==> config.mk <==
export PLATFORM = sky130hd
export DESIGN_NAME = regfile_wb_queue
export DESIGN_NICKNAME = d
export VERILOG_FILES = /design/src/rtl/regfile_wb_queue.sv
export SDC_FILE = /design/constraint.sdc
export NUM_CORES = 1
export LEC_CHECK = 0
export BUFFER_PORTS_ARGS = -buffer_cell sky130_fd_sc_hd__buf_4
export CORE_MARGIN = 3
export CORE_UTILIZATION = 59
export DETAILED_ROUTE_END_ITERATION = 16
export PLACE_DENSITY_LB_ADDON = 0.3
export SYNTH_ARGS = -nofsm -noshare
export SYNTH_HDL_FRONTEND = slang
export SYNTH_SLANG_ARGS = --single-unit
==> constraint.sdc <==
create_clock -name clk -period 3.65 [get_ports clk]
set_clock_uncertainty 0.2 [all_clocks]
set_input_delay 0.1825 -clock clk [delete_from_list [all_inputs] [get_ports clk]]
set_output_delay 0.1825 -clock clk [all_outputs]
set_load 0.005 [all_outputs]
==> src/rtl/regfile_wb_queue.sv <==
// regfile_wb_queue
// Writeback-side initiator for the 32x32 register file write port. Results
// from the writeback producers are accepted over a valid/ready handshake,
// buffered in a DEPTH-entry FIFO and issued one per cycle through a
// registered output stage. Pending writes are visible through a per-register
// busy vector and a two-port forwarding lookup.
//
// Ports
//   clk, rst               clock, synchronous active-high reset
//   in_valid/in_ready      producer handshake, transfer on posedge
//   in_reg, in_data        destination register and result value
//   wb_stall               hold off issuing to the register file
//   write_reg/write_data   registered register file write address / data
//   regWrite               registered register file write enable
//   rd_reg_1/2             decode read addresses for forwarding
//   fwd_hit_1/2            a pending write targets rd_reg_x
//   fwd_data_1/2           youngest pending value for rd_reg_x (0 if no hit)
//   busy                   bit r set while any pending write targets r
//   count                  FIFO occupancy, output stage excluded
module regfile_wb_queue #(
   parameter int DEPTH = 4
) (
   input  logic                     clk,
   input  logic                     rst,
   input  logic                     in_valid,
   output logic                     in_ready,
   input  logic [4:0]               in_reg,
   input  logic [31:0]              in_data,
   input  logic                     wb_stall,
   output logic [4:0]               write_reg,
   output logic [31:0]              write_data,
   output logic                     regWrite,
   input  logic [4:0]               rd_reg_1,
   input  logic [4:0]               rd_reg_2,
   output logic                     fwd_hit_1,
   output logic                     fwd_hit_2,
   output logic [31:0]              fwd_data_1,
   output logic [31:0]              fwd_data_2,
   output logic [31:0]              busy,
   output logic [$clog2(DEPTH):0]   count
);

   localparam int PTR_W = $clog2(DEPTH);
   localparam logic [PTR_W:0]   DEPTH_C = (PTR_W+1)'(DEPTH);
   localparam logic [PTR_W-1:0] PTR_ONE = PTR_W'(1);

   logic [4:0]       mem_reg_q  [DEPTH];
   logic [31:0]      mem_data_q [DEPTH];
   logic [PTR_W-1:0] wr_ptr_q, wr_ptr_d;
   logic [PTR_W-1:0] rd_ptr_q, rd_ptr_d;
   logic [PTR_W:0]   count_q, count_d;
   logic [4:0]       wreg_q, wreg_d;
   logic [31:0]      wdata_q, wdata_d;
   logic             we_q, we_d;

   logic accept_nz;
   logic pop;
   logic bypass;
   logic push;

   assign in_ready  = !rst && (count_q < DEPTH_C);
   // Register 0 writes complete the handshake but are otherwise dropped.
   assign accept_nz = in_valid && in_ready && (in_reg != 5'd0);
   assign pop       = !wb_stall && (count_q != '0);
   // Bypass only when the FIFO is empty so queued entries are never overtaken.
   assign bypass    = !wb_stall && (count_q == '0) && accept_nz;
   assign push      = accept_nz && !bypass;

   always_comb begin
      wr_ptr_d = wr_ptr_q;
      rd_ptr_d = rd_ptr_q;
      count_d  = count_q;
      wreg_d   = wreg_q;
      wdata_d  = wdata_q;
      we_d     = 1'b0;
      if (pop) begin
         wreg_d   = mem_reg_q[rd_ptr_q];
         wdata_d  = mem_data_q[rd_ptr_q];
         we_d     = 1'b1;
         rd_ptr_d = rd_ptr_q + PTR_ONE;
      end else if (bypass) begin
         wreg_d  = in_reg;
         wdata_d = in_data;
         we_d    = 1'b1;
      end
      if (push) begin
         wr_ptr_d = wr_ptr_q + PTR_ONE;
      end
      case ({push, pop})
         2'b10:   count_d = count_q + 1'b1;
         2'b01:   count_d = count_q - 1'b1;
         default: count_d = count_q;
      endcase
   end

   always_ff @(posedge clk) begin
      if (rst) begin
         wr_ptr_q <= '0;
         rd_ptr_q <= '0;
         count_q  <= '0;
         wreg_q   <= '0;
         wdata_q  <= '0;
         we_q     <= 1'b0;
      end else begin
         wr_ptr_q <= wr_ptr_d;
         rd_ptr_q <= rd_ptr_d;
         count_q  <= count_d;
         wreg_q   <= wreg_d;
         wdata_q  <= wdata_d;
         we_q     <= we_d;
      end
   end

   // Storage carries no reset; occupancy alone decides which entries are live.
   always_ff @(posedge clk) begin
      if (!rst && push) begin
         mem_reg_q[wr_ptr_q]  <= in_reg;
         mem_data_q[wr_ptr_q] <= in_data;
      end
   end

   assign write_reg  = wreg_q;
   assign write_data = wdata_q;
   assign regWrite   = we_q;
   assign count      = count_q;

   always_comb begin
      busy = '0;
      if (we_q) begin
         busy[wreg_q] = 1'b1;
      end
      for (int k = 0; k < DEPTH; k++) begin
         if ((PTR_W+1)'(k) < count_q) begin
            busy[mem_reg_q[rd_ptr_q + PTR_W'(k)]] = 1'b1;
         end
      end
   end

   // Search oldest to youngest so the last match (youngest) wins; the output
   // stage is older than every FIFO entry, so it is checked first.
   function automatic logic [32:0] lookup(input logic [4:0] rd);
      logic [32:0] res;
      res = '0;
      if (rd != 5'd0) begin
         if (we_q && (wreg_q == rd)) begin
            res = {1'b1, wdata_q};
         end
         for (int k = 0; k < DEPTH; k++) begin
            if (((PTR_W+1)'(k) < count_q) &&
                (mem_reg_q[rd_ptr_q + PTR_W'(k)] == rd)) begin
               res = {1'b1, mem_data_q[rd_ptr_q + PTR_W'(k)]};
            end
         end
      end
      return res;
   endfunction

   assign {fwd_hit_1, fwd_data_1} = lookup(rd_reg_1);
   assign {fwd_hit_2, fwd_data_2} = lookup(rd_reg_2);

endmodule

======== Word-level counts from Yosys, hierarchy flattened ========
Memories as Yosys holds them, arrays and structs flattened. A register that Yosys moved wholly into a read port is not among the register bits.
Cells that the tools add are included.
word-level totals
  flip-flop bits (word level) ............. 45
  bits in writable memories ............... 148
  bits of input ports ..................... 51
  output and inout port bits .............. 140
  word-level logic and storage cells ...... 118
  memories ................................ 2
memory list
  name        depth  width  read ports  clocked after Yosys merged registers in  write ports  RTL line  source
  mem_data_q  4      32     4           1                                        1            48        logic [31:0] mem_data_q [DEPTH];
  mem_reg_q   4      5      4           1                                        1            47        logic [4:0] mem_reg_q [DEPTH];
cells by class
  add/sub/neg operators ................... 6
  magnitude comparators ................... 15
  eq/ne operators ......................... 12
  muxes and demuxes ....................... 40
  bitwise operators ....................... 4
  reductions and logical operators ........ 33
operators with widths
  operator                                                                             count
  33-bit 2-to-1 mux                                                                    12
  32-bit 2-to-1 mux                                                                    7
  32-bit OR                                                                            4
  5-bit equality test                                                                  10
  5-bit by 6-bit less-than comparator with 1-bit output, second input constant         5
  1-bit demux with 5-bit select                                                        5
  5-bit by 1-bit greater-or-equal comparator with 1-bit output, second input constant  5
  1-bit logical AND                                                                    23
  5-bit nonzero test                                                                   3
  5-bit 2-to-1 mux                                                                     2
  1-bit 2-to-1 mux                                                                     9
  2-bit 2-to-1 mux                                                                     4
  1-bit by 3-bit less-than comparator with 1-bit output, first input constant          2
  2-bit by 3-bit less-than comparator with 1-bit output, first input constant          2
  3-bit one-hot mux with 2 select lines                                                1
  2-bit by 1-bit adder with 2-bit output, second input constant                        2
  2-bit adder, second input constant                                                   2
  2-bit nonzero test                                                                   2
  3-bit by 1-bit adder with 3-bit output, second input constant                        1
  1-bit zero test                                                                      3
  3-bit zero test                                                                      1
  3-bit less-than comparator, second input constant                                    1
  3-bit nonzero test                                                                   1
  3-bit by 1-bit subtractor with 3-bit output, second input constant                   1
  2 further kinds                                                                      2

======== Logic depth before layout (Yosys ltp) ========
Gate-level depths: netlist (run 1).
  word-level depth ........................ 13
  gate-level depth with buffers ........... 11
  depth with buffers taken out ............ 8

======== Worst setup path after synthesis (run 1) ========
No wires, ideal clock.
  path type ............................... reg2reg
  start point ............................. register count_q[0] (netlist: count[0])
  end point ............................... memory mem_data_q[0][0] (enable)
  setup time .............................. 0.398 ns
  arrival ................................. 2.225 ns
  required time ........................... 3.052 ns
  path slack .............................. 0.827 ns
  stages on the path, launching flop included .. 6
  path buffers ............................ 1
  period minus slack after synthesis ...... 2.823 ns
  cell sequence ........................... dfxtp_1 clkbuf_1 inv_1 ha_1 a21oi_1 and2_1
on the way
  word-level cells in the longest chain between the ends .. 10
  elaborated cells on any way between the ends .. 12
  those cells by class .................... 1 x order compare; 2 x mux; 9 x reduce/logical
RTL lines
  element                                   RTL line  source
  start: declaration                        51        logic [PTR_W:0] count_q, count_d;
  start signal: assignment                  107       count_q <= count_d;
  3-bit less-than comparator                61        assign in_ready = !rst && (count_q < DEPTH_C);
  1-bit logical AND                         61
  1-bit logical AND (2 in a row)            63        assign accept_nz = in_valid && in_ready && (in_reg != 5'd0);
  1-bit logical AND                         66        assign bypass = !wb_stall && (count_q == '0) && accept_nz;
  1-bit zero test                           67        assign push = accept_nz && !bypass;
  1-bit logical AND *                       67
  1-bit logical AND *                       116       if (!rst && push) begin
  1-bit 2-to-1 mux *                        116
  1-bit 2-to-1 mux (implied by the code) *  118       mem_data_q[wr_ptr_q] <= in_data;
  end: declaration                          48
Every way passes the cells marked *; elsewhere a longest branch is shown, timed or not.

======== Worst setup path in the final report (run 1) ========
  start point ............................. register rd_ptr_q[1]
  end point ............................... output port fwd_data_2[1]
on the way
  word-level cells in the longest chain between the ends .. 8
  elaborated cells on any way between the ends .. 15
  those cells by class .................... 3 x add/sub; 3 x eq/ne; 4 x mux; 3 x reduce/logical; 2 x memory
RTL lines
  element                                 RTL line  source
  start: declaration                      50        logic [PTR_W-1:0] rd_ptr_q, rd_ptr_d;
  start signal: assignment                106       rd_ptr_q <= rd_ptr_d;
  2-bit by 1-bit adder with 2-bit output  150, 151
  memory 4 x 5 bit                        -
  5-bit equality test                     150       (mem_reg_q[rd_ptr_q + PTR_W'(k)] == rd)) begin
  1-bit logical AND                       149       if (((PTR_W+1)'(k) < count_q) &&
  33-bit 2-to-1 mux (2 in a row)          149
  33-bit 2-to-1 mux *                     149
  33-bit 2-to-1 mux *                     144       if (rd != 5'd0) begin
  end: declaration                        38        output logic [31:0] fwd_data_2,
Marked as above.

==> impl_metrics.py, run 1 <==
metrics = {
    "power_and_ir_drop": {
        "p_switching_mw": 3.54,
        "combPwrFrac_pct": 47.1,
        "p_leak_nw": 5.91,
        "irDropWorstVdd_mv": 0.531,
        "p_sw_share_pct": 39.0,
        "power_mw": 9.08,
        "p_int_mw": 5.54,
        "power.density_mw_per_mm2": 518,
        "power_frac_seq_pct": 31.6,
        "power_frac_clock_pct": 21.2,
    },
    "critical_path": {
        "startpoint_type": "register",
        "r2r_slack_ns": 1.02,
        "timing.rr.end": "write_data[9]",
        "r2r_cells": 7,
        "arrival_ns": 3.33,
        "cp-startpoint": "rd_ptr_q[1]",
        "path_class": "reg -> out",
        "worst-path-max-fanout": 15,
        "cp.required_ns": 3.27,
        "r2r_start": "count[0]",
        "cp-end-kind": "primary output",
        "max_stage_delay_ns": 0.67,
        "cp_cell_sequence": "mux4_2 -> xnor2_1 -> and4_1 -> a311oi_4 -> buf_4 -> buf_12 -> a32oi_1 -> o31ai_1 -> buf_4",
        "crit_end": "fwd_data_2[1]",
        "slowest_stage": "mux4_2",
        "cp_common_cell": "buf_4",
    },
    "synthesis": {
        "synth_top_family_by_area": "multiplexers",
        "synth_seq_area_share_pct": 37.5,
        "synth_nets": 1276,
        "synth-seq-cells": 195,
        "synth_edf_count": 148,
        "async_flop_share_pct": 0,
        "synth.yosys.warnings": 0,
        "synth_cell_types": 50,
        "yosys.area_share.simple_pct": 9.88,
        "syn-cell-area_mm2": 0.0144,
        "synth_xor_area_share_pct": 3.35,
        "synth_fa_ha_area_share_pct": 0.784,
        "synth_compound_area_share_pct": 17.5,
        "avgSynthCellArea_um2": 11.8,
        "synthMuxAreaShare_pct": 26.6,
        "synth_flop_cell": "edfxtp_1",
        "synth_cells": 1216,
    },
    "clock_network": {
        "root_buffer": "clkbuf_16",
        "clk_pin_slew_ns": 0.07,
        "htreeDepth": 4,
        "clock_tree.buffer_depth": 2,
        "cts_buffers": 17,
        "worstSkewPairLatency_ns": 0.44,
        "cts_sinks": 195,
        "cts_tree": "yes",
    },
    "routing": {
        "viasPerCell": 7.97,
        "drc": 0,
        "antenna_left": 0,
        "wl_per_cell_um": 29.5,
        "vias": 13857,
        "drt-initial-drc-count": 2239,
        "dr.pass1.iters": 6,
        "drt_wl_total_um": 51300,
    },
    "cells_and_area": {
        "fillers": 1519,
        "final_cell_mix": "buf_4, edfxtp_1, mux4_2, nor2_1, a221oi_1",
        "drive_above_1_share_pct": 34.3,
        "regMostFlops": "mem_data_q",
        "final_common_cell": "buf_4",
        "stdcell_count": 1739,
        "multi_input_area_mm2": 0.00849,
        "area_growth_pct": 21.9,
        "largest_reg_flops": 128,
        "seq_area_mm2": 0.00540,
        "nets": 1466,
    },
    "outcome": {
        "violations": "setup timing",
        "outcome": "finished with violations",
    },
    "sta": {
        "timing.final.ws_setup_ns": -0.0637,
        "relSlewSlack_pct": 30.3,
        "finalCritPeriodShare_pct": 102,
        "setup-tns-final_ns": -0.444,
        "slew_viol_final": 0,
        "setup_violations": 16,
        "fmax_ghz": 0.269,
        "worstMarginPinSlew_ns": 1.04,
        "period_needed_ns": 3.71,
        "hold_viol_final": 0,
    },
    "global_route": {
        "grt_usage_pct": 37.5,
        "grt_pass1_vias": 13310,
        "grt_pass1_wl_um": 76100,
        "antenna_found_initial": 1,
        "grt_overflow": 0,
        "grt_max_degree": 99,
    },
    "place": {
        "place_congestion": 1.00,
        "dp.cells": 1643,
        "io_buffers": 190,
        "hpwl_um": 30800,
    },
    "die": {
        "core_area_mm2": 0.0237,
        "fp.dieW_um": 162,
        "die_h_um": 162,
        "ioPinCount": 191,
        "rows": 56,
        "dieArea_mm2": 0.0263,
        "initial_core_util_pct": 60.7,
    },
    "min_path": {
        "hold_path.class": "in -> reg",
    },
    "job": {
        "drv_cap": 0,
    },
}
## layer usage
layer	vias up	wire, um	GRT usage (%)
li1	5449	-	-
met4	0	3010	19.6
met5	-	0	0.379
met2	1544	23200	57.7
met3	330	8210	10.9
met1	6534	16900	48.5
## cells in the mapped netlist (6+ instances only)
cell | instances | area share, %
a211oi_1 | 40 | 2.1
a21oi_1 | 9 | 0.31
a221oi_1 | 63 | 3.8
a22oi_1 | 61 | 3.2
a32oi_1 | 62 | 3.8
and2_1 | 10 | 0.44
and3_1 | 13 | 0.57
and3b_1 | 6 | 0.37
buf_1 | 17 | 0.44
buf_2 | 29 | 1.0
buf_6 | 7 | 0.55
clkbuf_1 | 75 | 2.0
dfxtp_1 | 47 | 6.5
edfxtp_1 | 148 | 31
ha_1 | 9 | 0.78
inv_1 | 10 | 0.26
mux2_2 | 7 | 0.55
mux2i_1 | 45 | 3.1
mux4_2 | 146 | 23
nand2_1 | 49 | 1.3
nand3_1 | 33 | 1.1
nor2_1 | 131 | 3.4
nor3_1 | 23 | 0.80
nor3b_1 | 14 | 0.73
o31ai_1 | 63 | 3.3
xnor2_1 | 25 | 1.5
xor2_1 | 30 | 1.8
## power by group through the flow
| stage | Sequential, mW | Combinational (mW) | Clock (mW) |
|---|---|---|---|
| final | 2.87 | 4.28 | 1.93 |
| after global routing | 2.89 | 4.53 | 2.00 |
| after CTS | 2.87 | 4.03 | 1.92 |
| after detailed placement | 2.93 | 3.89 | 0 |
| after global placement | 2.91 | 3.79 | 0 |
| after floorplan | 2.79 | 2.79 | 0 |
## critical path: cells and delay by family, from the launching register on
family | cells | cell delay [ns]
AO/OA/AOI/OAI | 3 | 0.62
buffers and inverters | 3 | 0.49
flip-flops | 1 | 0.49
multiplexers | 1 | 0.67
XOR/XNOR | 1 | 0.29
AND/OR/NAND/NOR | 1 | 0.32
## final cells by class
class	count	share of cell area, %
inverter	10	0.214
antenna	1	0.0143
clock inverter	14	0.935
clock buffer	18	2.45
sequential	195	30.8
tap	319	2.28
multi-input combinational	878	48.5
timing repair buffer	304	14.8
## worst min path at each step
| stage | startpoint | endpoint | slack (ns) | depth (start not counted) |
|---|---|---|---|---|
| finish | wb_stall | write_reg[0] | 0.03 | 4 |
| global route | wb_stall | write_reg[0] | 0.04 | 4 |
| CTS | wb_stall | write_reg[0] | 0.02 | 4 |
| detailed placement | in_data[5] | mem_data_q[3][5] | 0.20 | 1 |
| global placement | in_data[25] | mem_data_q[1][25] | 0.19 | 1 |
| floorplan | in_data[0] | mem_data_q[0][0] | 0.08 | 0 |
## per-stage QoR
| stage | hold WS, ns | worst slack, ns | utilization [%] | cell area, um^2 |
|---|---|---|---|---|
| 4_1_cts | 0.0169 | 0.00689 | 73.0 | 17300 |
| 5_1_grt | 0.0419 | -0.225 | 74.0 | 17500 |
| 3_5_place_dp | 0.197 | 0.242 | 68.4 | 16200 |
| 2_1_floorplan | 0.0814 | 0.827 | - | 14400 |
| 3_3_place_gp | 0.193 | 0.286 | 68.4 | 16200 |
| 6_report | 0.0349 | -0.0637 | 74.0 | 17500 |
## kinds of logic after synthesis
family | after synthesis
AO/OA/AOI/OAI | 315
AND/OR/NAND/NOR | 301
multiplexers | 198
flip-flops | 195
buffers and inverters | 143
XOR/XNOR | 55
adder cells (fa/ha/maj) | 9
## timing repair
action,in CTS,in global routing
resized for setup,11,13
cloned,0,2
endpoints found under the setup margin,59,74
hold endpoints to repair,185,0
pin swaps,0,5
hold buffers,37,0
buffers inserted,5,19
Note: power is estimated with default switching activity, not from simulation.
==> run 2: changes to the inputs <==
--- a/config.mk
+++ b/config.mk
@@ -10,6 +10,7 @@
 export CORE_UTILIZATION = 59
 export DETAILED_ROUTE_END_ITERATION = 16
 export PLACE_DENSITY_LB_ADDON = 0.3
+export RECOVER_POWER = 100
 export SYNTH_ARGS = -nofsm -noshare
 export SYNTH_HDL_FRONTEND = slang
 export SYNTH_SLANG_ARGS = --single-unit
==> run 2 against run 1 <==
Power fell by 0.49%. Flip-flop and latch count did not move. The run ends with capacitance limit, slew limit, setup timing left. Via count fell by 0.39%. Critical path depth rose by 1. Fmax fell by 0.52%. Combinational power fell by 0.9%. Clock power barely moved.
==> impl_metrics.py, run 2 (synthesis gave the netlist of run 1 again) <==
metrics = {
    "sta": {
        "relSlewSlack_pct": -21.1,
        "finalCritPeriodShare_pct": 102,
        "setup-tns-final_ns": -0.872,
        "fmax_ghz": 0.268,
        "hold_viol_final": 0,
        "worstMarginPinSlew_ns": 1.82,
        "timing.final.ws_setup_ns": -0.0831,
        "setup_violations": 28,
        "period_needed_ns": 3.73,
        "slew_viol_final": 112,
    },
    "die": {
        "fp.dieW_um": 162,
        "die_h_um": 162,
        "rows": 56,
        "core_area_mm2": 0.0237,
        "ioPinCount": 191,
        "dieArea_mm2": 0.0263,
        "initial_core_util_pct": 60.7,
    },
    "power_and_ir_drop": {
        "power.density_mw_per_mm2": 523,
        "p_sw_share_pct": 39.1,
        "power_frac_clock_pct": 21.3,
        "p_leak_nw": 5.71,
        "p_switching_mw": 3.54,
        "power_frac_seq_pct": 31.7,
        "irDropWorstVdd_mv": 0.533,
        "p_int_mw": 5.50,
        "combPwrFrac_pct": 46.9,
    },
    "routing": {
        "wl_per_cell_um": 29.6,
        "antenna_left": 0,
        "vias": 13803,
        "drt_wl_total_um": 51500,
        "drt-initial-drc-count": 2356,
        "drc": 0,
        "dr.pass1.iters": 6,
        "viasPerCell": 7.94,
    },
    "critical_path": {
        "arrival_ns": 3.35,
        "worst-path-max-fanout": 15,
        "cp.required_ns": 3.27,
        "path_class": "reg -> out",
        "cp_common_cell": "buf_4",
        "crit_buf_inv": 4,
        "slowest_stage": "mux4_2",
        "startpoint_type": "register",
        "max_stage_delay_ns": 0.62,
        "r2r_slack_ns": 0.08,
        "critPathTopFamily": "buffers and inverters",
        "cp_cell_sequence": "buf_4 -> mux4_2 -> xnor2_2 -> nand4_1 -> a311oi_4 -> buf_4 -> clkbuf_16 -> a32oi_1 -> o31ai_1 -> buf_4",
        "cp-end-kind": "primary output",
    },
    "clock_network": {
        "cts_tree": "yes",
        "cts_sinks": 195,
        "cts_buffers": 17,
        "clock_tree.buffer_depth": 2,
        "clk_pin_slew_ns": 0.07,
        "root_buffer": "clkbuf_16",
        "worstSkewPairLatency_ns": 0.44,
        "htreeDepth": 4,
    },
    "cells_and_area": {
        "final_cell_mix": "buf_4, edfxtp_1, mux4_2, nor2_1, a221oi_1",
        "final_common_cell": "buf_4",
        "largest_reg_flops": 128,
        "drive_above_1_share_pct": 30.9,
        "multi_input_area_mm2": 0.00849,
        "area_growth_pct": 20.3,
        "seq_area_mm2": 0.00540,
        "nets": 1466,
        "regMostFlops": "mem_data_q",
        "fillers": 1592,
    },
    "global_route": {
        "antenna_found_initial": 1,
        "grt_pass1_wl_um": 76100,
        "grt_max_degree": 99,
        "grt_pass1_vias": 13310,
        "grt_usage_pct": 37.5,
        "grt_overflow": 0,
    },
    "outcome": {
        "violations": "capacitance limit, slew limit, setup timing",
        "outcome": "finished with violations",
    },
    "place": {
        "place_congestion": 1.00,
        "io_buffers": 190,
        "dp_slack_ns": 0.242,
        "hpwl_um": 30800,
    },
    "min_path": {
        "hold_path.class": "in -> reg",
    },
    "job": {
        "drv_cap": 2,
    },
}
-- run 2: changes by cell type in the layout (fill, tap and decap cells not counted), sizes merged --
cell    change
buf        -87
clkbuf     +87
-- run 2: through the flow --
step	area, um^2	std cells	utilization [%]	power (mW)	hold WS (ns)
floorplan	14400	1216	-	5.58	0.0814
global placement	16200	1643	68.4	6.71	0.193
detailed placement	16200	1643	68.4	6.82	0.197
CTS	17300	1717	73.0	8.82	0.0169
global route	17300	1739	73.0	9.38	0.0335
finish	17300	1739	73.0	9.04	0.0217
-- run 2: power groups by stage --
stage / Clock (mW) / Sequential, mW / Combinational, mW
finish: 1.93 / 2.87 / 4.24
global route: 2.00 / 2.89 / 4.48
CTS: 1.92 / 2.87 / 4.03
detailed placement: 0 / 2.93 / 3.89
global placement: 0 / 2.91 / 3.79
floorplan: 0 / 2.79 / 2.79
-- run 2: cell type report --
class                   count  share of cell area (%)
clock inverters            14                   0.948
flip-flops and latches    195                    31.2
diodes                      1                  0.0145
clock buffers              18                    2.48
inverters                  10                   0.217
multi-input cells         878                    49.1
well taps                 319                    2.31
repair buffers            304                    13.7
-- run 2: worst register-to-register path, delay by kind of cell (launching register included) --
family | cells | cell delay [ns]
AOI/OAI and AO/OA | 1 | 0.35
muxes | 1 | 0.25
buffers and inverters | 2 | 1.37
adders and majority gates | 1 | 0.24
and+or+nand+nor | 2 | 0.45
DFF | 1 | 0.60
-- run 2: repair_timing --
action,CTS,global route
cloned,0,2
hold endpoints to repair,185,0
hold buffers,37,0
setup endpoints to repair,59,74
buffers inserted,5,19
resized for setup,11,13
pin swaps,0,5
-- run 2: metal layers --
| layer | track usage [%] | vias up | routed length (um) |
|---|---|---|---|
| met2 | 57.7 | 1522 | 23200 |
| met5 | 0.379 | - | 0 |
| li1 | - | 5446 | - |
| met3 | 10.9 | 348 | 8240 |
| met4 | 19.6 | 0 | 3070 |
| met1 | 48.5 | 6487 | 16900 |
-- run 2: path summary, 6_finish.rpt --
check	cells after the start	endpoint	from
worst max-delay path	10	fwd_data_2[29]	rd_ptr_q[0]
worst min-delay path	4	write_reg[0]	wb_stall
worst max register to register	7	write_data[9]	count[0]
worst min register to register	2	write_data[6]	write_data[6]
